==> src/rtl/scrambler_par_if.sv <==
// Stream and control bundle for scrambler_par: input beat stream, output beat stream,
// per-frame seed/mode and the lock indication.
interface scrambler_par_if #(
    parameter int W   = 1,
    parameter int LEN = 7
);
    logic           Mode;
    logic [LEN-1:0] Seed;
    logic [W-1:0]   In_Data;
    logic [W-1:0]   In_Tail;
    logic           In_Sop;
    logic           In_Valid;
    logic           In_Ready;
    logic [W-1:0]   Out_Data;
    logic           Out_Sop;
    logic           Out_Valid;
    logic           Out_Ready;
    logic           Locked;

    modport slave (
        input  Mode, Seed, In_Data, In_Tail, In_Sop, In_Valid, Out_Ready,
        output In_Ready, Out_Data, Out_Sop, Out_Valid, Locked
    );

    modport master (
        output Mode, Seed, In_Data, In_Tail, In_Sop, In_Valid, Out_Ready,
        input  In_Ready, Out_Data, Out_Sop, Out_Valid, Locked
    );
endinterface

==> src/rtl/scrambler_par.sv <==
// W-bit-per-beat additive LFSR (x^LEN + x^TAP + 1) scrambler/descrambler with
// per-frame seeding, tail masking and receive-side seed recovery.
module scrambler_par #(
    parameter int W   = 1,
    parameter int LEN = 7,
    parameter int TAP = 4
) (
    input  logic              Clk,
    input  logic              Reset,
    scrambler_par_if.slave    io_bus
);
    localparam int RCW = $clog2(LEN + 1);
    localparam logic [RCW-1:0] RC_FULL = RCW'(LEN);

    logic [LEN-1:0] r_state;
    logic [RCW-1:0] r_rc;
    logic           r_mode;
    logic           r_locked;
    logic           r_out_valid;
    logic [W-1:0]   r_out_data;
    logic           r_out_sop;

    logic           w_in_ready;
    logic           w_accept;
    logic           w_mode;
    logic [LEN-1:0] w_seed_state;
    logic [LEN-1:0] w_st [0:W];
    logic [RCW-1:0] w_rc [0:W];
    logic [W-1:0]   w_out;
    logic           w_locked_next;

    assign w_in_ready = !r_out_valid || io_bus.Out_Ready;
    assign w_accept   = io_bus.In_Valid && w_in_ready;

    // Mode and starting state come from the port on an SOP beat, else from the frame context.
    assign w_mode       = io_bus.In_Sop ? io_bus.Mode : r_mode;
    assign w_seed_state = (io_bus.Seed == '0) ? '1 : io_bus.Seed;
    assign w_st[0]      = (io_bus.In_Sop && !io_bus.Mode) ? w_seed_state : r_state;
    assign w_rc[0]      = io_bus.In_Sop ? (io_bus.Mode ? '0 : RC_FULL) : r_rc;

    generate
        for (genvar gi = 0; gi < W; gi++) begin : g_bit
            logic w_rec;
            logic w_fb;
            // While recovering, the received bit itself becomes the new x_1 and output is muted.
            assign w_rec = w_mode && (w_rc[gi] < RC_FULL);
            assign w_fb  = w_st[gi][LEN-1] ^ w_st[gi][TAP-1];
            assign w_st[gi+1] = {w_st[gi][LEN-2:0], (w_rec ? io_bus.In_Data[gi] : w_fb)};
            assign w_rc[gi+1] = w_rec ? (w_rc[gi] + 1'b1) : w_rc[gi];
            assign w_out[gi]  = (w_rec ? 1'b0 : (io_bus.In_Data[gi] ^ w_fb)) & ~io_bus.In_Tail[gi];
        end
    endgenerate

    assign w_locked_next = w_mode ? (w_rc[W] == RC_FULL) : (io_bus.In_Sop || r_locked);

    always_ff @(posedge Clk) begin
        if (Reset) begin
            r_state     <= '1;
            r_rc        <= RC_FULL;
            r_mode      <= 1'b0;
            r_locked    <= 1'b0;
            r_out_valid <= 1'b0;
            r_out_data  <= '0;
            r_out_sop   <= 1'b0;
        end else if (w_accept) begin
            r_state     <= w_st[W];
            r_rc        <= w_rc[W];
            r_mode      <= w_mode;
            r_locked    <= w_locked_next;
            r_out_valid <= 1'b1;
            r_out_data  <= w_out;
            r_out_sop   <= io_bus.In_Sop;
        end else if (io_bus.Out_Ready) begin
            r_out_valid <= 1'b0;
        end
    end

    assign io_bus.In_Ready  = w_in_ready;
    assign io_bus.Out_Data  = r_out_data;
    assign io_bus.Out_Sop   = r_out_sop;
    assign io_bus.Out_Valid = r_out_valid;
    assign io_bus.Locked    = r_locked;
endmodule

==> src/flat_wrapper.sv <==
// flat-port wrapper written by rule: the top's interface ports become plain ports
module scrambler_par_flat 
#(
    parameter int W   = 1,
    parameter int LEN = 7,
    parameter int TAP = 4
)
  (Clk, Reset, io_bus_Mode, io_bus_Seed, io_bus_In_Data, io_bus_In_Tail, io_bus_In_Sop, io_bus_In_Valid, io_bus_Out_Ready, io_bus_In_Ready, io_bus_Out_Data, io_bus_Out_Sop, io_bus_Out_Valid, io_bus_Locked);
  scrambler_par_if #(.W(W), .LEN(LEN)) io_bus_i ();
  input  logic Clk;
  input  logic Reset;
  input wire logic [$bits(io_bus_i.Mode)-1:0] io_bus_Mode;
  input wire logic [$bits(io_bus_i.Seed)-1:0] io_bus_Seed;
  input wire logic [$bits(io_bus_i.In_Data)-1:0] io_bus_In_Data;
  input wire logic [$bits(io_bus_i.In_Tail)-1:0] io_bus_In_Tail;
  input wire logic [$bits(io_bus_i.In_Sop)-1:0] io_bus_In_Sop;
  input wire logic [$bits(io_bus_i.In_Valid)-1:0] io_bus_In_Valid;
  input wire logic [$bits(io_bus_i.Out_Ready)-1:0] io_bus_Out_Ready;
  output wire logic [$bits(io_bus_i.In_Ready)-1:0] io_bus_In_Ready;
  output wire logic [$bits(io_bus_i.Out_Data)-1:0] io_bus_Out_Data;
  output wire logic [$bits(io_bus_i.Out_Sop)-1:0] io_bus_Out_Sop;
  output wire logic [$bits(io_bus_i.Out_Valid)-1:0] io_bus_Out_Valid;
  output wire logic [$bits(io_bus_i.Locked)-1:0] io_bus_Locked;
  assign io_bus_i.Mode = io_bus_Mode;
  assign io_bus_i.Seed = io_bus_Seed;
  assign io_bus_i.In_Data = io_bus_In_Data;
  assign io_bus_i.In_Tail = io_bus_In_Tail;
  assign io_bus_i.In_Sop = io_bus_In_Sop;
  assign io_bus_i.In_Valid = io_bus_In_Valid;
  assign io_bus_i.Out_Ready = io_bus_Out_Ready;
  assign io_bus_In_Ready = io_bus_i.In_Ready;
  assign io_bus_Out_Data = io_bus_i.Out_Data;
  assign io_bus_Out_Sop = io_bus_i.Out_Sop;
  assign io_bus_Out_Valid = io_bus_i.Out_Valid;
  assign io_bus_Locked = io_bus_i.Locked;
  scrambler_par #(.W(W), .LEN(LEN), .TAP(TAP)) u_core (.Clk(Clk), .Reset(Reset), .io_bus(io_bus_i));
endmodule
==> config.mk <==
export PLATFORM = sky130hd
export DESIGN_NAME = scrambler_par_flat
export DESIGN_NICKNAME = d
export VERILOG_FILES = /design/src/rtl/scrambler_par_if.sv /design/src/rtl/scrambler_par.sv /design/src/flat_wrapper.sv
export SDC_FILE = /design/constraint.sdc
export NUM_CORES = 1
export LEC_CHECK = 0
export CAP_MARGIN = 20
export CORE_ASPECT_RATIO = 1.5
export CORE_UTILIZATION = 35
export CTS_CLUSTER_SIZE = 12
export DETAILED_ROUTE_END_ITERATION = 16
export SLEW_MARGIN = 20
export SYNTH_ARGS = -nofsm -noshare
export SYNTH_HDL_FRONTEND = slang
export SYNTH_SLANG_ARGS = --single-unit
==> constraint.sdc <==
create_clock -name Clk -period 2.1 [get_ports Clk]
set_clock_uncertainty 0.2 [all_clocks]
set_input_delay 0.42 -clock Clk [delete_from_list [all_inputs] [get_ports Clk]]
set_output_delay 0.42 -clock Clk [all_outputs]
set_load 0.02 [all_outputs]
# Yosys cells after proc, flatten, opt, wreduce, memory -nomap -nowiden
# Index checks and enable logic that the tools add are counted.
[op_classes]
n_addsub = 1
order_cmp = 1
eq_ne = 1
mux = 11
n_bitwise = 4
n_reduce_logical = 9
[ops]
columns = ["op", "n"]
rows = [
  ["7-bit 2-to-1 mux", 2],
  ["3-bit 2-to-1 mux", 3],
  ["7-bit logical NOT", 1],
  ["1-bit 2-to-1 mux", 6],
  ["3-bit by 1-bit adder with 3-bit output, second input constant", 1],
  ["3-bit == test, second input constant", 1],
  ["1-bit logical AND", 3],
  ["3-bit < comparator, second input constant", 1],
  ["1-bit logical NOT", 2],
  ["1-bit logical OR", 2],
  ["2-bit nonzero test", 1],
  ["1-bit XOR", 2],
  ["1-bit AND", 1],
  ["1-bit NOT", 1],
]
[totals]
ff_bits = 15
input_bits = 15

# Depth between registers and ports, before layout
[depth]
ltp_word = 7
ltp_mapped = 8

# Least setup slack after synthesis
# OpenSTA, ideal clock, no wires.
[synth_path]
path_kind = "input to register"
start = "in io_bus_In_Sop"
end = "reg u_core.r_locked, in the netlist u_core.io_bus.Locked"
setup_ps = 116
t_arrival_ps = 1638
t_required_ps = 1784
path_slack_ps = 146
stages = 6
path_cell_list = "buf_6 -> and4b_1 -> or3_1 -> buf_2 -> mux2_4 -> a41o_1"
[synth_between]
elab_chain_len = 6
elab_cells_between_ends = 9
[synth_lines]
columns = ["element", "line_no", "rtl"]
rows = [
  ["from (decl)", "flat_wrapper.sv:16", "input wire logic [$bits(io_bus_i.In_Sop)-1:0] io_bus_In_Sop;"],
  ["3-bit 2-to-1 mux", "scrambler_par.sv:39", "assign w_rc[0] = io_bus.In_Sop ? (io_bus.Mode ? '0 : RC_FULL) : r_rc;"],
  ["3-bit < comparator", "scrambler_par.sv:46", "assign w_rec = w_mode && (w_rc[gi] < RC_FULL);"],
  ["1-bit logical AND", "scrambler_par.sv:46", ""],
  ["3-bit 2-to-1 mux", "scrambler_par.sv:49", "assign w_rc[gi+1] = w_rec ? (w_rc[gi] + 1'b1) : w_rc[gi];"],
  ["3-bit == test", "scrambler_par.sv:54", "assign w_locked_next = w_mode ? (w_rc[W] == RC_FULL) : (io_bus.In_Sop || r_locked);"],
  ["1-bit 2-to-1 mux (*)", "scrambler_par.sv:54", ""],
  ["to (signal assigned)", "scrambler_par.sv:69", "r_locked <= w_locked_next;"],
  ["to (decl)", "scrambler_par.sv:18", "logic r_locked;"],
]
# Mark *: on every way between the ends. The rest lies on a longest branch, timed or not.
# A chain may end at the register's enable or synchronous reset.

# Final worst setup path
[layout_path]
start = "in io_bus_Seed[0]"
end = "reg u_core.r_state[4]"
[layout_between]
elab_chain_len = 3
[layout_lines]
columns = ["element", "line_no", "rtl"]
rows = [
  ["from (decl)", "flat_wrapper.sv:13", "input wire logic [$bits(io_bus_i.Seed)-1:0] io_bus_Seed;"],
  ["7-bit logical NOT", "scrambler_par.sv:37", "assign w_seed_state = (io_bus.Seed == '0) ? '1 : io_bus.Seed;"],
  ["7-bit 2-to-1 mux", "scrambler_par.sv:37", ""],
  ["7-bit 2-to-1 mux", "scrambler_par.sv:38", "assign w_st[0] = (io_bus.In_Sop && !io_bus.Mode) ? w_seed_state : r_state;"],
  ["to (signal assigned)", "scrambler_par.sv:66", "r_state <= w_st[W];"],
  ["to (decl)", "scrambler_par.sv:15", "logic [LEN-1:0] r_state;"],
]
# Every way passes these cells.

==> results.py <==
metrics = {
    "yosys": {
        "synthAdderAreaFrac_pct": 1.515,
        "ys_top_cells_by_count": "15 x dfxtp_1, 12 x nand2_1, 7 x a21oi_1, 7 x nand3_1, 6 x o221ai_1",
        "ys_ff_latch": 15,
        "synth_mux_area_share_pct": 6.667,
        "syn-cell-area_um2": 825.8,
        "async_flop_share_pct": 0,
        "syn-num-nets": 109,
        "synth_top_cell_by_area": "dfxtp_1",
        "ys.flop_type": "dfxtp_1",
        "synth_most_common_cell": "dfxtp_1",
        "synth_edf_count": 0,
        "synth.distinct_cells": 36,
        "synth_xor_area_share_pct": 3.182,
        "synthCells": 93,
        "syn_area_per_cell_um2": 8.879,
        "yosysSeqAreaShare_pct": 36.36,
        "yosysWarnings": 0,
        "synth-compound-area-share_pct": 24.85,
        "synth_area_leaders": "dfxtp_1 36%, o221ai_1 6.4%, nand2_1 5.5%",
        "synth_top_family_by_area": "compound AO/OA/AOI/OAI gates",
        "yosys.area_share.simple_pct": 22.58,
        "synth.top_cell.area_share_pct": 36.36,
    },
    "route": {
        "drtAntennaViolNets": 0,
        "vias_per_cell": 5.516,
        "drt_iter0_markers": 28,
        "routed_wl_um": 2095,
        "drc": 0,
        "drt_first_pass_iters": 4,
        "wl_per_cell_um": 13.52,
        "vias": 855,
    },
    "clock_network": {
        "cts.sinks": 15,
        "htreeDepth": 1,
        "cts-root-buf": "clkbuf_4",
        "clkTransAtPathRegs_ps": 80,
        "clockBufferDepth": 2,
        "cts_inserted_buffers": 3,
        "clk_latency_ps": 270,
        "cts_tree": "yes",
    },
    "placement": {
        "preCtsSetupSlack_ps": -432.7,
        "hpwl_um": 1599,
        "io_buffers": 19,
        "gp_congestion": 0.8336,
    },
    "power_and_ir_drop": {
        "ir_worst_vdd_v": 0.0003281,
        "p_per_area_nw_per_um2": 562.9,
        "p_leak_uw": 0.0005551,
    },
    "worst_setup_path": {
        "critical_path.cell_chain": "clkdlybuf4s50_1 > or4_4 > o41ai_4 > buf_4 > o221ai_1 > nand3_1",
        "cp.arrival_ps": 2060,
        "r2r_start": "u_core.r_rc[1]",
        "cpPeakStageDelay_ps": 500,
        "worstPathMaxFanout": 6,
        "worstPathRequired_ps": 2120,
        "crit_slowest_cell": "or4_4",
        "start_kind": "input pin",
        "cp-end-kind": "flip-flop",
        "r2r_cells": 4,
        "crit_type": "input pin to flip-flop",
        "reg2reg_to": "u_core.io_bus.Locked",
        "reg2reg_slack_ps": 280,
    },
    "worst_hold_path": {
        "hold_depth": 2,
        "hold_class": "flip-flop to flip-flop",
        "hold_start": "u_core.io_bus.Out_Sop",
        "min_to": "u_core.io_bus.Out_Sop",
    },
    "grt": {
        "overflow": 0,
        "grt_max_degree": 11,
        "antenna_found_initial": 0,
        "grt_usage_pct": 17.31,
        "grt_pass1_vias": 824,
        "grt_pass1_wl_um": 3415,
    },
    "sta": {
        "rsz0062_at_grt": "false",
        "slew_violations": 0,
        "setup_ws_ps": 60.53,
        "fin_setup_tns_ps": 0,
        "fmax_mhz": 490.3,
        "hold_viol": 0,
        "setup_violations": 0,
        "final.period_utilization_pct": 97.12,
        "finalCriticalPeriod_ps": 2039,
        "max_slew_margin_pct": 69.86,
        "worst_pin_slew_ps": 451.7,
    },
    "floorplanning": {
        "rows": 21,
        "dieWidth_um": 41.66,
        "die-area_um2": 2562,
        "dieHeight_um": 61.49,
        "initial_core_util_pct": 36.97,
        "num_io_pins": 20,
        "core_area_um2": 2233,
    },
    "finish": {
        "final_util_pct": 54.23,
        "fill_cells": 215,
        "diodes": 0,
        "area_delta_synth_final_pct": 46.67,
        "drive_above_1_share_pct": 22.73,
        "layout.nets": 149,
    },
    "flow_run": {
        "drv_cap": 0,
    },
    "outcome": {
        "status": "finished clean",
    },
}
## area by class of cell
cell class / count / area (µm²) / share of cell area, %
clock buffer: 4 / 26.28 / 2.169
inverter: 3 / 11.26 / 0.9298
multi-input combinational: 70 / 491.7 / 40.60
sequential: 15 / 300.3 / 24.79
tap: 23 / 28.78 / 2.376
timing repair buffer: 40 / 352.8 / 29.13
## per-layer routing
metal,up-vias,wire length [µm],global-route usage [%]
li1,430,-,-
met1,406,896,17.79
met2,15,1103,33.71
met3,4,59,1.173
met4,0,37,11.52
met5,-,0,0
## cells in the final DEF (no fill, tap or decap), drive strengths merged, types with 2 or more instances in the layout
master,synthesis,routed
a211o,2,2
a21oi,7,7
and2,2,2
buf,3,21
clkbuf,2,4
clkdlybuf4s50,0,14
dfxtp,15,15
dlygate4sd2,0,2
dlymetal6s2s,0,3
inv,3,3
mux2i,4,4
nand2,12,12
nand3,7,7
nor2,4,4
nor2b,2,2
nor3,2,2
o21a,2,2
o221ai,6,6
xnor2,2,2
## sequential cells by signal, summed over array words and instances, names as in the netlist
name	count
u_core.io_bus.Out_Data	1
u_core.r_mode	1
u_core.r_rc	3
u_core.io_bus.Out_Sop	1
u_core.io_bus.Out_Valid	1
u_core.r_state	7
u_core.io_bus.Locked	1
## metrics by stage
stage / cell area, µm² / hold slack (ps) / instances / total power (µW)
final: 1211 / 262.0 / 155 / 681.8
after CTS: 1194 / 266.6 / 154 / 687.4
after global routing: 1211 / 287.0 / 155 / 724.7
after detailed placement: 1159 / 253.9 / 149 / 526.7
after global placement: 1159 / 248.3 / 149 / 521.9
after floorplan: 825.8 / 240.9 / 93 / 433.1
## where the power goes
part	internal, µW	leakage, µW	switching [µW]
clock	73.5	0.0000150	84.7
combinational	111	0.000416	88.5
sequential	306	0.000124	17.6
## logic make-up (layout without fill, tap and decap cells)
kind of cell,count (synthesis),in the layout
buffers and inverters,8,47
muxes,5,5
xor gates and xnor gates,3,3
and+or+nand+nor,36,36
AOI/OAI and AO/OA,25,25
adders and majority gates,1,1
DFF,15,15
## worst max-delay path, delay by kind of cell
| kind | cells | cell delay [ps] |
|---|---|---|
| and+or+nand+nor | 2 | 630 |
| buffers and inverters | 2 | 600 |
| AOI/OAI and AO/OA | 2 | 410 |
## worst max-delay path by stage
stage                   start                    to  slack [ps]
2_1_floorplan   io_bus_In_Sop  u_core.io_bus.Locked         150
3_3_place_gp    io_bus_In_Sop  u_core.io_bus.Locked        -390
3_5_place_dp    io_bus_In_Sop        u_core.r_rc[2]        -430
4_1_cts        io_bus_Seed[0]     u_core.r_state[4]          -9
5_1_grt        io_bus_Seed[0]     u_core.r_state[4]           8
6_report       io_bus_Seed[0]     u_core.r_state[4]          60
## repair_timing
item                                   CTS  global route
resized for setup                        3             4
endpoints found under the hold margin    0             0
setup endpoints to repair                8             8
pin swaps                                4             4
buffers inserted                         1             1
hold buffers                             0             0
(Power assumes the default switching activity.)
